### config.mk
export PLATFORM = sky130hd
export DESIGN_NAME = coin_hopper_driver
export DESIGN_NICKNAME = d
export VERILOG_FILES = /design/src/rtl/coin_pkg.sv /design/src/rtl/hopper_timer.sv /design/src/rtl/coin_hopper_driver.sv
export SDC_FILE = /design/constraint.sdc
export NUM_CORES = 1
export LEC_CHECK = 0
export ABC_CLOCK_PERIOD_IN_PS = 3350
export BUFFER_PORTS_ARGS = -buffer_cell sky130_fd_sc_hd__clkbuf_2
export CAP_MARGIN = 10
export CELL_PAD_IN_SITES_DETAIL_PLACEMENT = 1
export CELL_PAD_IN_SITES_GLOBAL_PLACEMENT = 2
export CORE_MARGIN = 3
export CORE_UTILIZATION = 35
export CTS_CLUSTER_SIZE = 10
export DETAILED_ROUTE_END_ITERATION = 7
export PLACE_DENSITY_LB_ADDON = 0.1
export SLEW_MARGIN = 20
export SYNTH_ARGS = -nofsm -noshare
export SYNTH_HDL_FRONTEND = slang
export SYNTH_HIERARCHICAL = 1
export SYNTH_SLANG_ARGS = --single-unit
export TNS_END_PERCENT = 100
### constraint.sdc
create_clock -name clock -period 3.35 [get_ports clock]
set_input_delay 0.1675 -clock clock [delete_from_list [all_inputs] [get_ports clock]]
set_output_delay 0.1675 -clock clock [all_outputs]
set_load 0.01 [all_outputs]
### src/rtl/coin_pkg.sv
// coin_pkg: coin codes, hopper count and helpers shared by the hopper driver.
`default_nettype none

package coin_pkg;

  localparam int COIN_WIDTH  = 3;
  localparam int NUM_HOPPERS = 5;

  typedef enum logic [COIN_WIDTH-1:0] {
    COIN_NONE = 3'd0,
    NICKEL    = 3'd1,
    DIME      = 3'd2,
    QUARTER   = 3'd3,
    HALF      = 3'd4,
    DOLLAR    = 3'd5
  } coin_t;

  localparam int unsigned coin_value_nickels [6] = '{0, 1, 2, 5, 10, 20};

  function automatic logic coin_legal(input coin_t c);
    return (c >= NICKEL) && (c <= DOLLAR);
  endfunction

  function automatic logic [NUM_HOPPERS-1:0] coin_onehot(input coin_t c);
    logic [NUM_HOPPERS-1:0] oh;
    case (c)
      NICKEL:  oh = 5'b00001;
      DIME:    oh = 5'b00010;
      QUARTER: oh = 5'b00100;
      HALF:    oh = 5'b01000;
      DOLLAR:  oh = 5'b10000;
      default: oh = '0;
    endcase
    return oh;
  endfunction

endpackage

`default_nettype wire

### src/rtl/hopper_timer.sv
// hopper_timer: loadable down-counter; expired is high while the count sits at zero.
`default_nettype none

module hopper_timer #(
  parameter int WIDTH = 16
) (
  input  logic             clock,
  input  logic             reset,
  input  logic             load,
  input  logic [WIDTH-1:0] value,
  output logic             expired
);

  logic [WIDTH-1:0] count;

  always_ff @(posedge clock) begin
    if (reset) begin
      count <= '0;
    end else if (load) begin
      count <= value;
    end else if (count != '0) begin
      count <= count - 1'b1;
    end
  end

  assign expired = (count == '0);

endmodule

`default_nettype wire

### src/rtl/coin_hopper_driver.sv
// coin_hopper_driver: pays out one coin per accepted code by pulsing its hopper and
// confirming the drop sensor, with retries, a sticky fault and a saturating payout count.
`default_nettype none

module coin_hopper_driver
  import coin_pkg::*;
#(
  parameter int FIRE_CYCLES  = 8,
  parameter int DROP_TIMEOUT = 256,
  parameter int GAP_CYCLES   = 4,
  parameter int MAX_RETRIES  = 2
) (
  input  logic                   clock,
  input  logic                   reset,
  input  logic [COIN_WIDTH-1:0]  change_msg,
  input  logic                   change_val,
  output logic                   change_rdy,
  output logic [NUM_HOPPERS-1:0] hopper_fire,
  input  logic [NUM_HOPPERS-1:0] hopper_drop,
  input  logic                   fault_clear,
  output logic                   busy,
  output logic                   fault,
  output logic [COIN_WIDTH-1:0]  fault_coin,
  output logic                   bad_code,
  output logic                   stray_drop,
  output logic [15:0]            coins_out
);

  localparam int TW = 16;
  localparam int RW = (MAX_RETRIES > 0) ? $clog2(MAX_RETRIES + 1) : 1;

  typedef enum logic [2:0] {
    S_IDLE  = 3'd0,
    S_FIRE  = 3'd1,
    S_WAIT  = 3'd2,
    S_GAP   = 3'd3,
    S_FAULT = 3'd4
  } state_t;

  state_t                 state;
  coin_t                  code;
  logic [RW-1:0]          retry_cnt;
  logic [NUM_HOPPERS-1:0] drop_prev;

  logic                   timer_load;
  logic [TW-1:0]          timer_value;
  logic                   timer_expired;

  coin_t                  msg_coin;
  logic                   msg_legal;
  logic                   transfer;
  logic                   active;
  logic [NUM_HOPPERS-1:0] target;
  logic [NUM_HOPPERS-1:0] drop_edge;
  logic                   hit;
  logic                   stray_now;
  logic                   can_retry;

  assign msg_coin  = coin_t'(change_msg);
  assign msg_legal = coin_legal(msg_coin);
  assign transfer  = change_val && change_rdy;
  assign active    = (state == S_FIRE) || (state == S_WAIT);
  assign target    = active ? coin_onehot(code) : '0;
  assign drop_edge = hopper_drop & ~drop_prev;
  assign hit       = |(drop_edge & target);
  assign stray_now = |(drop_edge & ~target);
  assign can_retry = (retry_cnt < RW'(MAX_RETRIES));

  // Timer is reloaded on every state entry that needs a bounded dwell.
  always_comb begin
    timer_load  = 1'b0;
    timer_value = '0;
    case (state)
      S_IDLE: begin
        timer_load  = transfer && msg_legal;
        timer_value = TW'(FIRE_CYCLES - 1);
      end
      S_FIRE: begin
        timer_load  = hit || timer_expired;
        timer_value = hit ? TW'(GAP_CYCLES - 1) : TW'(DROP_TIMEOUT - 1);
      end
      S_WAIT: begin
        timer_load  = hit || (timer_expired && can_retry);
        timer_value = hit ? TW'(GAP_CYCLES - 1) : TW'(FIRE_CYCLES - 1);
      end
      default: begin
        timer_load  = 1'b0;
        timer_value = '0;
      end
    endcase
  end

  hopper_timer #(.WIDTH(TW)) u_timer (
    .clock   (clock),
    .reset   (reset),
    .load    (timer_load),
    .value   (timer_value),
    .expired (timer_expired)
  );

  always_ff @(posedge clock) begin
    if (reset) begin
      state       <= S_IDLE;
      code        <= COIN_NONE;
      retry_cnt   <= '0;
      drop_prev   <= '0;
      change_rdy  <= 1'b1;
      hopper_fire <= '0;
      busy        <= 1'b0;
      fault       <= 1'b0;
      fault_coin  <= '0;
      bad_code    <= 1'b0;
      stray_drop  <= 1'b0;
      coins_out   <= '0;
    end else begin
      drop_prev  <= hopper_drop;
      stray_drop <= stray_now;
      bad_code   <= 1'b0;
      if (hit && (coins_out != 16'hFFFF)) begin
        coins_out <= coins_out + 16'd1;
      end

      case (state)
        S_IDLE: begin
          if (transfer) begin
            if (msg_legal) begin
              code        <= msg_coin;
              retry_cnt   <= '0;
              state       <= S_FIRE;
              hopper_fire <= coin_onehot(msg_coin);
              change_rdy  <= 1'b0;
              busy        <= 1'b1;
            end else begin
              bad_code <= 1'b1;
            end
          end
        end
        S_FIRE: begin
          if (hit) begin
            state       <= S_GAP;
            hopper_fire <= '0;
          end else if (timer_expired) begin
            state       <= S_WAIT;
            hopper_fire <= '0;
          end
        end
        S_WAIT: begin
          // A drop on the expiry cycle still counts as a payout.
          if (hit) begin
            state <= S_GAP;
          end else if (timer_expired) begin
            if (can_retry) begin
              retry_cnt   <= retry_cnt + 1'b1;
              state       <= S_FIRE;
              hopper_fire <= coin_onehot(code);
            end else begin
              state      <= S_FAULT;
              fault      <= 1'b1;
              fault_coin <= code;
            end
          end
        end
        S_GAP: begin
          if (timer_expired) begin
            state      <= S_IDLE;
            change_rdy <= 1'b1;
            busy       <= 1'b0;
          end
        end
        S_FAULT: begin
          if (fault_clear) begin
            state      <= S_IDLE;
            fault      <= 1'b0;
            fault_coin <= '0;
            change_rdy <= 1'b1;
            busy       <= 1'b0;
          end
        end
        default: begin
          state       <= S_IDLE;
          hopper_fire <= '0;
          change_rdy  <= 1'b1;
          busy        <= 1'b0;
        end
      endcase
    end
  end

endmodule

`default_nettype wire

* Yosys cells after proc, flatten, opt, wreduce, memory -nomap -nowiden *
Index checks and enable logic that the tools add are counted.

cells by class
  add/subtract/negate cells = 3
  order comparisons = 3
  equal/unequal tests = 25
  multiplexer cells = 52
  bitwise logic cells = 9
  reductions and logical operators = 25

operator list
  kind                                                                    number
  5-bit case mux with 5 select lines                                      2
  5-bit two-way mux                                                       8
  3-bit two-way mux                                                       13
  16-bit two-way mux                                                      2
  8-bit case mux with 3 select lines                                      1
  5-bit case mux with 4 select lines                                      1
  3-bit by 2-bit equality test with 1-bit output (second input constant)  6
  16-bit by 1-bit adder with 16-bit output (second input constant)        1
  16-bit logical NOT                                                      1
  16-bit inequality test (second input constant)                          1
  2-bit inequality test (second input constant)                           8
  16-bit nonzero test                                                     1
  16-bit by 1-bit subtractor with 16-bit output (second input constant)   1
  5-bit bitwise AND                                                       3
  3-bit equality test (second input constant)                             5
  3-bit case mux with 5 select lines                                      1
  1-bit two-way mux                                                       12
  6-bit AND reduction                                                     2
  2-bit two-way mux                                                       5
  5-bit inverter                                                          2
  5-bit AND reduction                                                     2
  5-bit OR reduction                                                      2
  3-bit by 1-bit equality test with 1-bit output (second input constant)  3
  8-bit two-way mux                                                       1
  19 further kinds                                                        33

word-level totals
  register bits after elaboration = 58
  input bits = 12

* Longest topological paths before layout *
Gate-level depths: netlist of the first run.

  depth in word-level cells = 8
  gate-level depth with buffers = 12

* Modules after synthesis *
The synthesis of the first run kept the hierarchy.

modules (own cells, without submodules)
  module              times used  cells an instance  area an instance (um2)  sequential area each (um2)
  coin_hopper_driver  1           283                2372.3                  840.8
  hopper_timer        1           116                964.7                   320.3

* Worst setup path after synthesis of the first run *
Ideal clock, no wire load.

  path kind = register to register
  start = register u_timer.count[0]
  end = register u_timer.count[5]
  setup time = 69 ps
  arrival = 3026 ps
  data required time = 3281 ps
  slack = 256 ps
  cell stages (with the launch flop) = 12
  path buffers = 1
  period minus slack after synthesis = 3094 ps
  cells stage by stage = dfxtp_1 -> inv_1 -> ha_1 -> or3b_2 -> or4_4 -> nor2_1 -> a21oi_1 -> o21ai_0 -> nor2b_1 -> clkbuf_1 -> nand2_1 -> o21ai_1

between the ends
  word-level cells in the longest chain between the ends = 5
  elaborated cells between the ends (all ways) = 10
  those cells by class = add/sub (1); mux (3); reduce/logical (6)

RTL lines
  what                                                      RTL line                  source
  start, declared                                           hopper_timer.sv:14        logic [WIDTH-1:0] count;
  start signal, assigned                                    hopper_timer.sv:20        count <= value;
  start signal, assigned                                    hopper_timer.sv:22        count <= count - 1'b1;
  16-bit logical NOT (*)                                    hopper_timer.sv:26        assign expired = (count == '0);
  named net timer_expired                                   coin_hopper_driver.sv:47  logic timer_expired;
  1-bit logical AND                                         coin_hopper_driver.sv:83  timer_load = hit || (timer_expired && can_retry);
  1-bit logical OR                                          coin_hopper_driver.sv:83
  1-bit case mux with 3 select lines (*)                    coin_hopper_driver.sv:73  case (state)
  named net timer_load                                      coin_hopper_driver.sv:45  logic timer_load;
  16-bit two-way mux or 2-bit nonzero test (tied branches)  --

The timed path passes the listed nets; every way through them passes the cells marked *. The select of a mux whose other input is x is not followed.
A chain may end at the register's enable or synchronous reset.

* Worst setup path in the final report of the first run *
  start = register u_timer.count[0]
  end = register hopper_fire[2]

between the ends
  word-level cells in the longest chain between the ends = 3
  elaborated cells between the ends (all ways) = 4
  those cells by class = eq/ne (2); reduce/logical (2)

RTL lines
  what                                                                      RTL line                   source
  16-bit logical NOT (*)                                                    hopper_timer.sv:26
  named net timer_expired                                                   coin_hopper_driver.sv:47
  3-bit inequality test (no line) or 2-bit inequality test (tied branches)  --
  7-bit AND reduction (no line) (*)                                         --
  end signal, assigned                                                      coin_hopper_driver.sv:130  hopper_fire <= coin_onehot(msg_coin);
  end signal, assigned                                                      coin_hopper_driver.sv:155  hopper_fire <= coin_onehot(code);
  end, declared                                                             coin_hopper_driver.sv:18   output logic [NUM_HOPPERS-1:0] hopper_fire,

The timed path passes the listed nets; every way through them passes the cells marked *.

==> results of run 1 <==
-- flip-flops by register name (all words and copies together), names as in the netlist, 2 cells and up --
register / cells
state: 3
code: 3
u_timer/count: 16
hopper_fire: 5
coins_out: 16
retry_cnt: 2
fault_coin: 3
drop_prev: 5
-- cells by family (layout without fill, tap and decap cells) --
group | Yosys count | after routing | share of synthesized area [%]
flip-flops | 58 | 58 | 34.8
XOR/XNOR | 10 | 10 | 2.62
AO/OA/AOI/OAI | 106 | 106 | 21.7
other | 1 | 13 | 0.112
buffers and inverters | 31 | 76 | 4.80
multiplexers | 14 | 14 | 4.46
AND/OR/NAND/NOR | 177 | 177 | 30.7
adder cells (fa/ha/maj) | 2 | 2 | 0.750
-- routing by layer --
layer / vias to the layer above / routed length [µm] / track usage, %
li1: 1586 / - / -
met1: 1536 / 4520 / 23.6
met2: 35 / 4500 / 30.0
met3: 10 / 214 / 2.99
met4: 0 / 152 / 6.46
met5: - / 0 / 0
-- area by class of cell --
class	count	share of cell area, %
repair buffers	51	7.24
multi-input cells	322	53.1
flip-flops and latches	58	29.7
inverters	10	0.961
well taps	129	4.13
clock buffers	13	4.58
clock inverters	2	0.256
-- critical path, cell delays in order (launching register included) --
cell and delay [ns]:
sky130_fd_sc_hd__dfxtp_1 0.33, sky130_fd_sc_hd__inv_1 0.08, sky130_fd_sc_hd__ha_1 0.19, sky130_fd_sc_hd__or3b_2 0.53
sky130_fd_sc_hd__or4_4 0.59, sky130_fd_sc_hd__nor2_1 0.16, sky130_fd_sc_hd__inv_1 0.11, sky130_fd_sc_hd__a2111oi_2 0.33
sky130_fd_sc_hd__o211a_2 0.34, sky130_fd_sc_hd__mux2_2 0.35
-- path summary, 6_finish.rpt --
check	cells after the start	to
max reg2reg	9	hopper_fire[2]
min reg2reg	2	hopper_fire[1]
max	9	hopper_fire[2]
min	3	drop_prev[4]
-- synth_stat cells, types with 4 or more instances --
cell                       instances  area (µm²)
sky130_fd_sc_hd__nand2_1          37         139
sky130_fd_sc_hd__nor3_1           11        55.1
sky130_fd_sc_hd__buf_4             4        30.0
sky130_fd_sc_hd__a31oi_1           7        43.8
sky130_fd_sc_hd__inv_1            10        37.5
sky130_fd_sc_hd__a21o_1            5        37.5
sky130_fd_sc_hd__mux2_2            5        56.3
sky130_fd_sc_hd__o31ai_1          14         105
sky130_fd_sc_hd__nand2b_1          4        25.0
sky130_fd_sc_hd__or3_1             5        31.3
sky130_fd_sc_hd__dfxtp_1          58        1160
sky130_fd_sc_hd__nor2_1           26        97.6
sky130_fd_sc_hd__clkbuf_1         12        45.0
sky130_fd_sc_hd__nor2b_1          17         106
sky130_fd_sc_hd__a21oi_1          29         145
sky130_fd_sc_hd__nand4_1           4        25.0
sky130_fd_sc_hd__mux2i_1           7        70.1
sky130_fd_sc_hd__o21ai_0          13        65.1
sky130_fd_sc_hd__nor4_1            4        25.0
sky130_fd_sc_hd__xnor2_1           9        78.8
sky130_fd_sc_hd__nand3_1          22         110
sky130_fd_sc_hd__or4_1             9        67.6
sky130_fd_sc_hd__or3b_2            4        35.0
-- report_power, final --
group	switching [µW]	internal (µW)	leakage [µW]
clock	285	343	0.000101
combinational	708	524	0.000868
sequential	157	813	0.000473
-- stage by stage --
step	total power [µW]	setup slack (ns)	std cells	hold slack [ns]
after floorplan	1910	0.256	411	0.296
after global placement	2190	0.298	570	0.403
after detailed placement	2210	0.240	570	0.414
after CTS	2850	0.210	585	0.0532
after global routing	3050	0.0514	585	0.0807
final	2830	0.231	585	0.0708
==> implementation parameters, run 1 <==
Parameter                              Value

Floorplan
  Number of I/O pins    41
  Std-Cell Rows    35
  Die Span Y    104 µm
  Width of the die    104 µm
  Initial core utilization    36.1%
  Die Outline Area    0.0107 mm²
  Core ar.    0.00924 mm²

Pwr
  Worst supply voltage drop on vdd    0.000307 V
  Leakage power    0.00144 µW
  Pwr per Cell Area    724 mW/mm²

Critical path
  Launching instance or port of the critical path    u_timer/count[0]
  Worst path required time    3.57 ns
  Largest fanout on the critical path    5
  Setup crit end kind    flip-flop
  Reg-to-Reg Start    u_timer/count[0]
  Critical Path Start Type    flip-flop
  Slack of the worst reg-to-reg path    0.23 ns
  Worst setup path class    flip-flop to flip-flop
  Data arrival time at the worst-slack endpoint    3.34 ns

STA
  Fmax    0.321 GHz
  Worst max-slew margin expressed relative to the limit    32.2%
  Unrepaired setup endpoints after global routing    no
  Number of hold violations in the final report    0
  Setup violation total in the final timing report    0
  Slew of the pin with the lowest slew margin    1.01 ns
  Number of slew-limit violations in the final report    0
  Aggregate negative setup slack    0 ns
  Worst clock skew on the final layout    0.0101 ns
  Period utilization    93.1%
  Shortest clock period the worst path allows after layout    3.12 ns

Detailed routing
  Average wire per cell in the routed design    16.0 µm
  Starting DRC count in detailed routing    105
  Via count of the routed design    3167
  DR DRC count    0
  Overall routed net length    9390 µm
  Number of vias per cell after detailed routing    5.41
  Routed Antenna Nets    0
  Count of TritonRoute iterations in the first routing pass    4

Clocking
  Clock Sink Count    58
  # resized after CTS    0
  TritonCTS clock tree    done
  CTS Hold Buffers Added    0
  H-tree depth    3
  Worst-skew pair later-pin latency    0.34 ns
  Number of buffers created by CTS    9
  Worst-case clock buffer depth    2
  Total setup buffers inserted after CTS    0
  Clock-pin slew of the registers on the worst-case setup and hold paths    0.07 ns
  Root Driver    sky130_fd_sc_hd__clkbuf_8

Global routing
  Global router's overall resource usage    18.0%
  Global-route congestion overflow total    0
  Antenna violations before repair    0
  Largest net degree at the start of global routing    22
  Wire length of the first global-routing pass    16000 µm
  Via count of the first global-routing pass    3191

Layout
  Final instance area    0.00391 mm²
  Fraction of final layout cells with drive strength greater than 1    20.0%
  Top library cells by usage in the layout, fill and taps aside    sky130_fd_sc_hd__dfxtp_1 (58), sky130_fd_sc_hd__clkbuf_2 (40), sky130_fd_sc_hd__nand2_1 (37)
  Area of the multi-input gates    0.00207 mm²
  Antenna cell count    0
  Most common cell after layout, fill and taps aside    sky130_fd_sc_hd__dfxtp_1
  Number of nets in the layout    466
  Final-layout fill cell count    1139
  Growth of design area from synthesis to finish    17.1%
  Final core area utilization    42.3%
  FF+latch area    0.00116 mm²

Outcome
  Status    finished clean

Synth
  Dominant synthesized flop cell    sky130_fd_sc_hd__dfxtp_1
  Post-synth EDFFs    0
  Asr flop ratio synth    0%
  Distinct cell type count after synthesis    75
  Count of state elements after synthesis    58
  Post-synthesis area per instance    8.36 µm²
  Sequential area share after synthesis    34.8%
  Netlist Area Pre-Place    0.00334 mm²
  Count of mapped cells out of synthesis    399
  Count of yosys warnings during synthesis    6

Min path
  Type of the worst min-delay path    input port to flip-flop
  Worst hold start    hopper_drop[4]

Place
  Final weighted congestion in routability-driven placement    0.762
  Detailed Place HPWL    6870 µm
  Area after detailed placement    0.00370 mm²
  Number of buffers inserted by port buffering    40

Run
  Maximum capacitance violations    0
(Power assumes the default switching activity.)
==> run 2: changes to the inputs <==
- ABC_CLOCK_PERIOD_IN_PS: 3350 -> 3900
- CORE_UTILIZATION: 35 -> 38
- CTS_BUF_LIST: not set -> sky130_fd_sc_hd__clkbuf_8 sky130_fd_sc_hd__clkbuf_16
- CTS_CLUSTER_DIAMETER: not set -> 120
- clock period: 3.35 -> 3.9 ns (I/O delays scaled with it)
==> implementation parameters, run 2 (synthesis gave the netlist of run 1 again) <==
Parameter                              Value

Outcome
  Status    finished clean

Detailed routing
  DR DRC count    0
  Average wire per cell in the routed design    16.2 µm
  Number of vias per cell after detailed routing    5.66
  Via count of the routed design    3159
  Overall routed net length    9050 µm
  Count of TritonRoute iterations in the first routing pass    4
  Starting DRC count in detailed routing    152
  Routed Antenna Nets    0

Clocking
  Root Driver    sky130_fd_sc_hd__clkbuf_8
  Worst-skew pair later-pin latency    0.34 ns
  Total setup buffers inserted after CTS    0
  TritonCTS clock tree    done
  Number of buffers created by CTS    9
  Worst-case clock buffer depth    2
  # resized after CTS    0
  CTS Hold Buffers Added    0
  Clock-pin slew of the registers on the worst-case setup and hold paths    0.06 ns
  H-tree depth    3
  Clock Sink Count    58

STA
  Fmax    0.284 GHz
  Aggregate negative setup slack    0 ns
  Period utilization    90.1%
  Slew of the pin with the lowest slew margin    1.07 ns
  Worst max-slew margin expressed relative to the limit    28.2%
  Number of slew-limit violations in the final report    0
  Unrepaired setup endpoints after global routing    no
  Number of hold violations in the final report    0
  Worst clock skew on the final layout    0.00626 ns
  Setup violation total in the final timing report    0
  Shortest clock period the worst path allows after layout    3.51 ns

Layout
  Non-filler cells in the finished layout    558
  Most common cell after layout, fill and taps aside    sky130_fd_sc_hd__dfxtp_1
  Top library cells by usage in the layout, fill and taps aside    sky130_fd_sc_hd__dfxtp_1 (58), sky130_fd_sc_hd__clkbuf_2 (40), sky130_fd_sc_hd__nand2_1 (37)
  Growth of design area from synthesis to finish    14.3%
  Final-layout fill cell count    1029
  Final core area utilization    45.5%
  Fraction of final layout cells with drive strength greater than 1    18.5%
  Antenna cell count    0
  Largest registers    coins_out (16), u_timer/count (16)
  Number of nets in the layout    462

Critical path
  Worst setup path class    flip-flop to flip-flop
  Cell Chain, Critical Path    inv_1 > ha_1 > or3b_2 > or4_4 > nor2_1 > inv_1 > a2111oi_2 > o211a_2 > mux2_2
  Data arrival time at the worst-slack endpoint    3.75 ns
  Biggest cell delay along the critical path    0.59 ns
  Largest fanout on the critical path    5
  Crit-path leading delay family    simple AND/OR/NAND/NOR gates
  Setup crit end kind    flip-flop
  Critical Path Start Type    flip-flop
  Worst path required time    4.13 ns
  Count of buffer and inverter cells on the critical path    2
  Slowest cell on crit path    sky130_fd_sc_hd__or4_4
  Crit path top cell by count    sky130_fd_sc_hd__inv_1

Pwr
  Pwr per Cell Area    609 mW/mm²
  Switching power share of the total    41.4%
  Leakage power    0.00142 µW
  Share of power burned in combinational logic    44.1%
  Power share of the clock group    20.5%
  Worst supply voltage drop on vdd    0.000186 V
  Net switching power of the design    963 µW
  P_int    1360 µW
  Sequential power share    35.4%

Floorplan
  Die Span Y    99.7 µm
  Width of the die    99.7 µm
  Initial core utilization    39.8%
  Die Outline Area    0.00994 mm²
  Core ar.    0.00838 mm²
  Std-Cell Rows    33
  Number of I/O pins    41

Place
  Number of placed instances with taps included    542
  Detailed Place HPWL    6580 µm
  Final weighted congestion in routability-driven placement    0.821
  Number of buffers inserted by port buffering    40

Min path
  Type of the worst min-delay path    input port to flip-flop

Global routing
  Largest net degree at the start of global routing    31
  Via count of the first global-routing pass    3213
  Wire length of the first global-routing pass    15700 µm
  Global-route congestion overflow total    0
  Global router's overall resource usage    19.4%
  Antenna violations before repair    0

Run
  Maximum capacitance violations    0
## run 2: cell types whose count changed in the layout (fill, tap and decap cells not counted)
cell	before	now
sky130_fd_sc_hd__inv_1	10	13
sky130_fd_sc_hd__clkinv_2	2	3
sky130_fd_sc_hd__buf_4	11	7
sky130_fd_sc_hd__nor4_1	3	4
sky130_fd_sc_hd__clkbuf_8	13	10
sky130_fd_sc_hd__nor4_2	2	1
## run 2: through the flow
stage          total power (µW)  hold WS (ns)  setup WS, ns  instance area [µm²]
3_3_place_gp               1850         0.436         0.576                 3640
2_1_floorplan              1640         0.323         0.806                 3380
5_1_grt                    2510         0.103         0.158                 3810
3_5_place_dp               1860         0.446         0.434                 3640
6_report                   2320         0.101         0.385                 3810
4_1_cts                    2350        0.0850         0.429                 3810
## run 2: power groups by stage
stage,Clock [µW],Sequential [µW],Combinational (µW)
finish,478,822,1020
global route,527,845,1140
CTS,497,823,1030
detailed placement,0,836,1020
global placement,0,831,1010
floorplan,0,796,841
## run 2: final timing paths
kind	from	end	slack [ns]	cells after the start
worst max register to register	u_timer/count[0]	hopper_fire[3]	0.39	9
worst min-delay path	hopper_drop[1]	drop_prev[1]	0.10	2
worst max-delay path	u_timer/count[0]	hopper_fire[3]	0.39	9
worst min register to register	hopper_fire[1]	hopper_fire[1]	0.46	2
## run 2: layout make-up
type                       count  area (µm²)  area share (%)
clock inverter                 6        26.3           0.689
sequential                    58        1160            30.4
inverter                      10        37.5           0.984
timing repair buffer          47         253            6.63
multi-input combinational    322        2070            54.2
tap                          105         131            3.44
clock buffer                  10         138            3.61
## run 2: routing by layer
| layer | global-route usage (%) | share of wire [%] | vias up |
|---|---|---|---|
| met5 | 0 | 0 | - |
| met4 | 5.99 | 1.2 | 0 |
| met3 | 4.07 | 2.5 | 10 |
| met2 | 31.5 | 47 | 33 |
| met1 | 25.6 | 49 | 1537 |
| li1 | - | - | 1579 |
==> run 3: changes to the inputs <==
- CORE_ASPECT_RATIO: not set -> 0.5
- CORE_MARGIN: 3 -> 2
==> implementation parameters, run 3 (synthesis gave the netlist of run 1 again) <==
Parameter                              Value

Place
  Final weighted congestion in routability-driven placement    0.819
  Number of buffers inserted by port buffering    40
  Detailed Place HPWL    6970 µm

Pwr
  Worst supply voltage drop on vdd    0.000433 V
  Pwr per Cell Area    651 mW/mm²
  Leakage power    0.00144 µW
  Overall power after layout    2540 µW

Clocking
  CTS Hold Buffers Added    0
  Clock Sink Count    58
  Total setup buffers inserted after CTS    0
  Clock-pin slew of the registers on the worst-case setup and hold paths    0.05 ns
  # resized after CTS    0
  H-tree depth    3
  Number of buffers created by CTS    9
  Root Driver    sky130_fd_sc_hd__clkbuf_16
  Worst-case clock buffer depth    2
  Worst-skew pair later-pin latency    0.33 ns
  TritonCTS clock tree    done

STA
  Fmax    0.279 GHz
  Shortest clock period the worst path allows after layout    3.58 ns
  Aggregate negative setup slack    0 ns
  Setup violation total in the final timing report    0
  Unrepaired setup endpoints after global routing    no
  Period utilization    91.8%
  Number of slew-limit violations in the final report    0
  Worst clock skew on the final layout    0.00410 ns
  Number of hold violations in the final report    0
  Slew of the pin with the lowest slew margin    1.03 ns
  Worst max-slew margin expressed relative to the limit    30.8%

Min path
  Endpoint of the worst hold-timing path    drop_prev[0]
  Type of the worst min-delay path    input port to flip-flop
  Worst hold stages    2
  Worst hold start    hopper_drop[0]

Critical path
  Crit-path leading delay family    simple AND/OR/NAND/NOR gates
  Biggest cell delay along the critical path    0.59 ns
  Setup crit end kind    flip-flop
  Worst setup path class    flip-flop to flip-flop
  Slowest cell on crit path    sky130_fd_sc_hd__or4_4
  Slack of the worst reg-to-reg path    0.32 ns
  Worst path required time    4.11 ns
  Critical Path Start Type    flip-flop
  Largest fanout on the critical path    5
  Crit path top cell by count    sky130_fd_sc_hd__inv_1
  Count of buffer and inverter cells on the critical path    2
  Data arrival time at the worst-slack endpoint    3.79 ns
  R2R cell count    9
  Cell Chain, Critical Path    inv_1 > ha_1 > or3b_2 > or4_4 > nor2_1 > inv_1 > a2111oi_2 > o211a_2 > mux2_1
  Worst R2R End    hopper_fire[4]
  Reg-to-Reg Start    u_timer/count[0]

Outcome
  Status    finished clean

Floorplan
  Width of the die    137 µm
  Core ar.    0.00862 mm²
  Std-Cell Rows    24
  Number of I/O pins    41
  Die Outline Area    0.00959 mm²
  Initial core utilization    38.7%
  Die Span Y    70.3 µm

Layout
  Number of nets in the layout    461
  Most common cell after layout, fill and taps aside    sky130_fd_sc_hd__dfxtp_1
  Growth of design area from synthesis to finish    17.1%
  Final-layout fill cell count    1061
  Final core area utilization    45.3%
  Fraction of final layout cells with drive strength greater than 1    18.1%
  Largest registers    coins_out (16), u_timer/count (16)
  Top library cells by usage in the layout, fill and taps aside    sky130_fd_sc_hd__dfxtp_1 (58), sky130_fd_sc_hd__clkbuf_2 (40), sky130_fd_sc_hd__nand2_1 (37)
  Antenna cell count    0
  FF+latch area    0.00116 mm²
  Area of the multi-input gates    0.00207 mm²

Global routing
  Antenna violations before repair    0
  Largest net degree at the start of global routing    33
  Global router's overall resource usage    21.5%
  Via count of the first global-routing pass    3207
  Wire length of the first global-routing pass    16000 µm
  Global-route congestion overflow total    0

Detailed routing
  Via count of the routed design    3184
  Count of TritonRoute iterations in the first routing pass    4
  Overall routed net length    9650 µm
  Routed Antenna Nets    0
  Number of vias per cell after detailed routing    5.64
  DR DRC count    0
  Starting DRC count in detailed routing    106
  Average wire per cell in the routed design    17.1 µm

Run
  Maximum capacitance violations    0
[run 3: worst max-delay path by stage]
| stage | start | endpoint | slack, ns | cells after the start |
|---|---|---|---|---|
| after floorplan | u_timer/count[0] | u_timer/count[5] | 0.81 | 11 |
| after global placement | u_timer/count[0] | hopper_fire[3] | 0.57 | 9 |
| after detailed placement | u_timer/count[0] | hopper_fire[4] | 0.35 | 9 |
| after CTS | u_timer/count[0] | hopper_fire[4] | 0.35 | 9 |
| after global routing | u_timer/count[0] | fault_coin[1] | 0.21 | 9 |
| final | u_timer/count[0] | hopper_fire[4] | 0.32 | 9 |
[run 3: area by class of cell]
type                       instances  share of cell area [%]
multi-input combinational        322                    52.9
timing repair buffer              46                    6.28
clock inverter                     2                   0.224
inverter                          10                   0.961
tap                              117                    3.75
sequential                        58                    29.7
clock buffer                      10                    6.12
[run 3: worst register-to-register path: stages, from the launching register on]
cell                        delay (ns)
sky130_fd_sc_hd__dfxtp_1          0.33
sky130_fd_sc_hd__inv_1            0.08
sky130_fd_sc_hd__ha_1             0.21
sky130_fd_sc_hd__or3b_2           0.54
sky130_fd_sc_hd__or4_4            0.59
sky130_fd_sc_hd__nor2_1           0.33
sky130_fd_sc_hd__inv_1            0.17
sky130_fd_sc_hd__a2111oi_2        0.51
sky130_fd_sc_hd__o211a_2          0.36
sky130_fd_sc_hd__mux2_1           0.34
[run 3: layer usage]
| metal | track usage [%] | vias up | part of all wire (%) |
|---|---|---|---|
| met5 | 0 | - | 0 |
| met4 | 5.67 | 0 | 0.83 |
| met3 | 6.25 | 8 | 3.5 |
| met2 | 35.8 | 47 | 48 |
| met1 | 27.1 | 1556 | 48 |
| li1 | - | 1573 | - |
[run 3: per-stage QoR]
stage / cell area, µm² / instances / worst slack [ns] / hold slack, ns
6_report: 3910 / 565 / 0.322 / 0.100
5_1_grt: 3910 / 565 / 0.206 / 0.117
4_1_cts: 3900 / 565 / 0.345 / 0.0906
3_5_place_dp: 3650 / 553 / 0.355 / 0.438
3_3_place_gp: 3650 / 553 / 0.571 / 0.431
2_1_floorplan: 3380 / 411 / 0.806 / 0.323
[run 3: where the power goes]
part           internal, µW  total [µW]  switching, µW
Clock                   428         684            257
Combinational           423        1030            606
Sequential              700         830            130
Total                  1550        2540            993
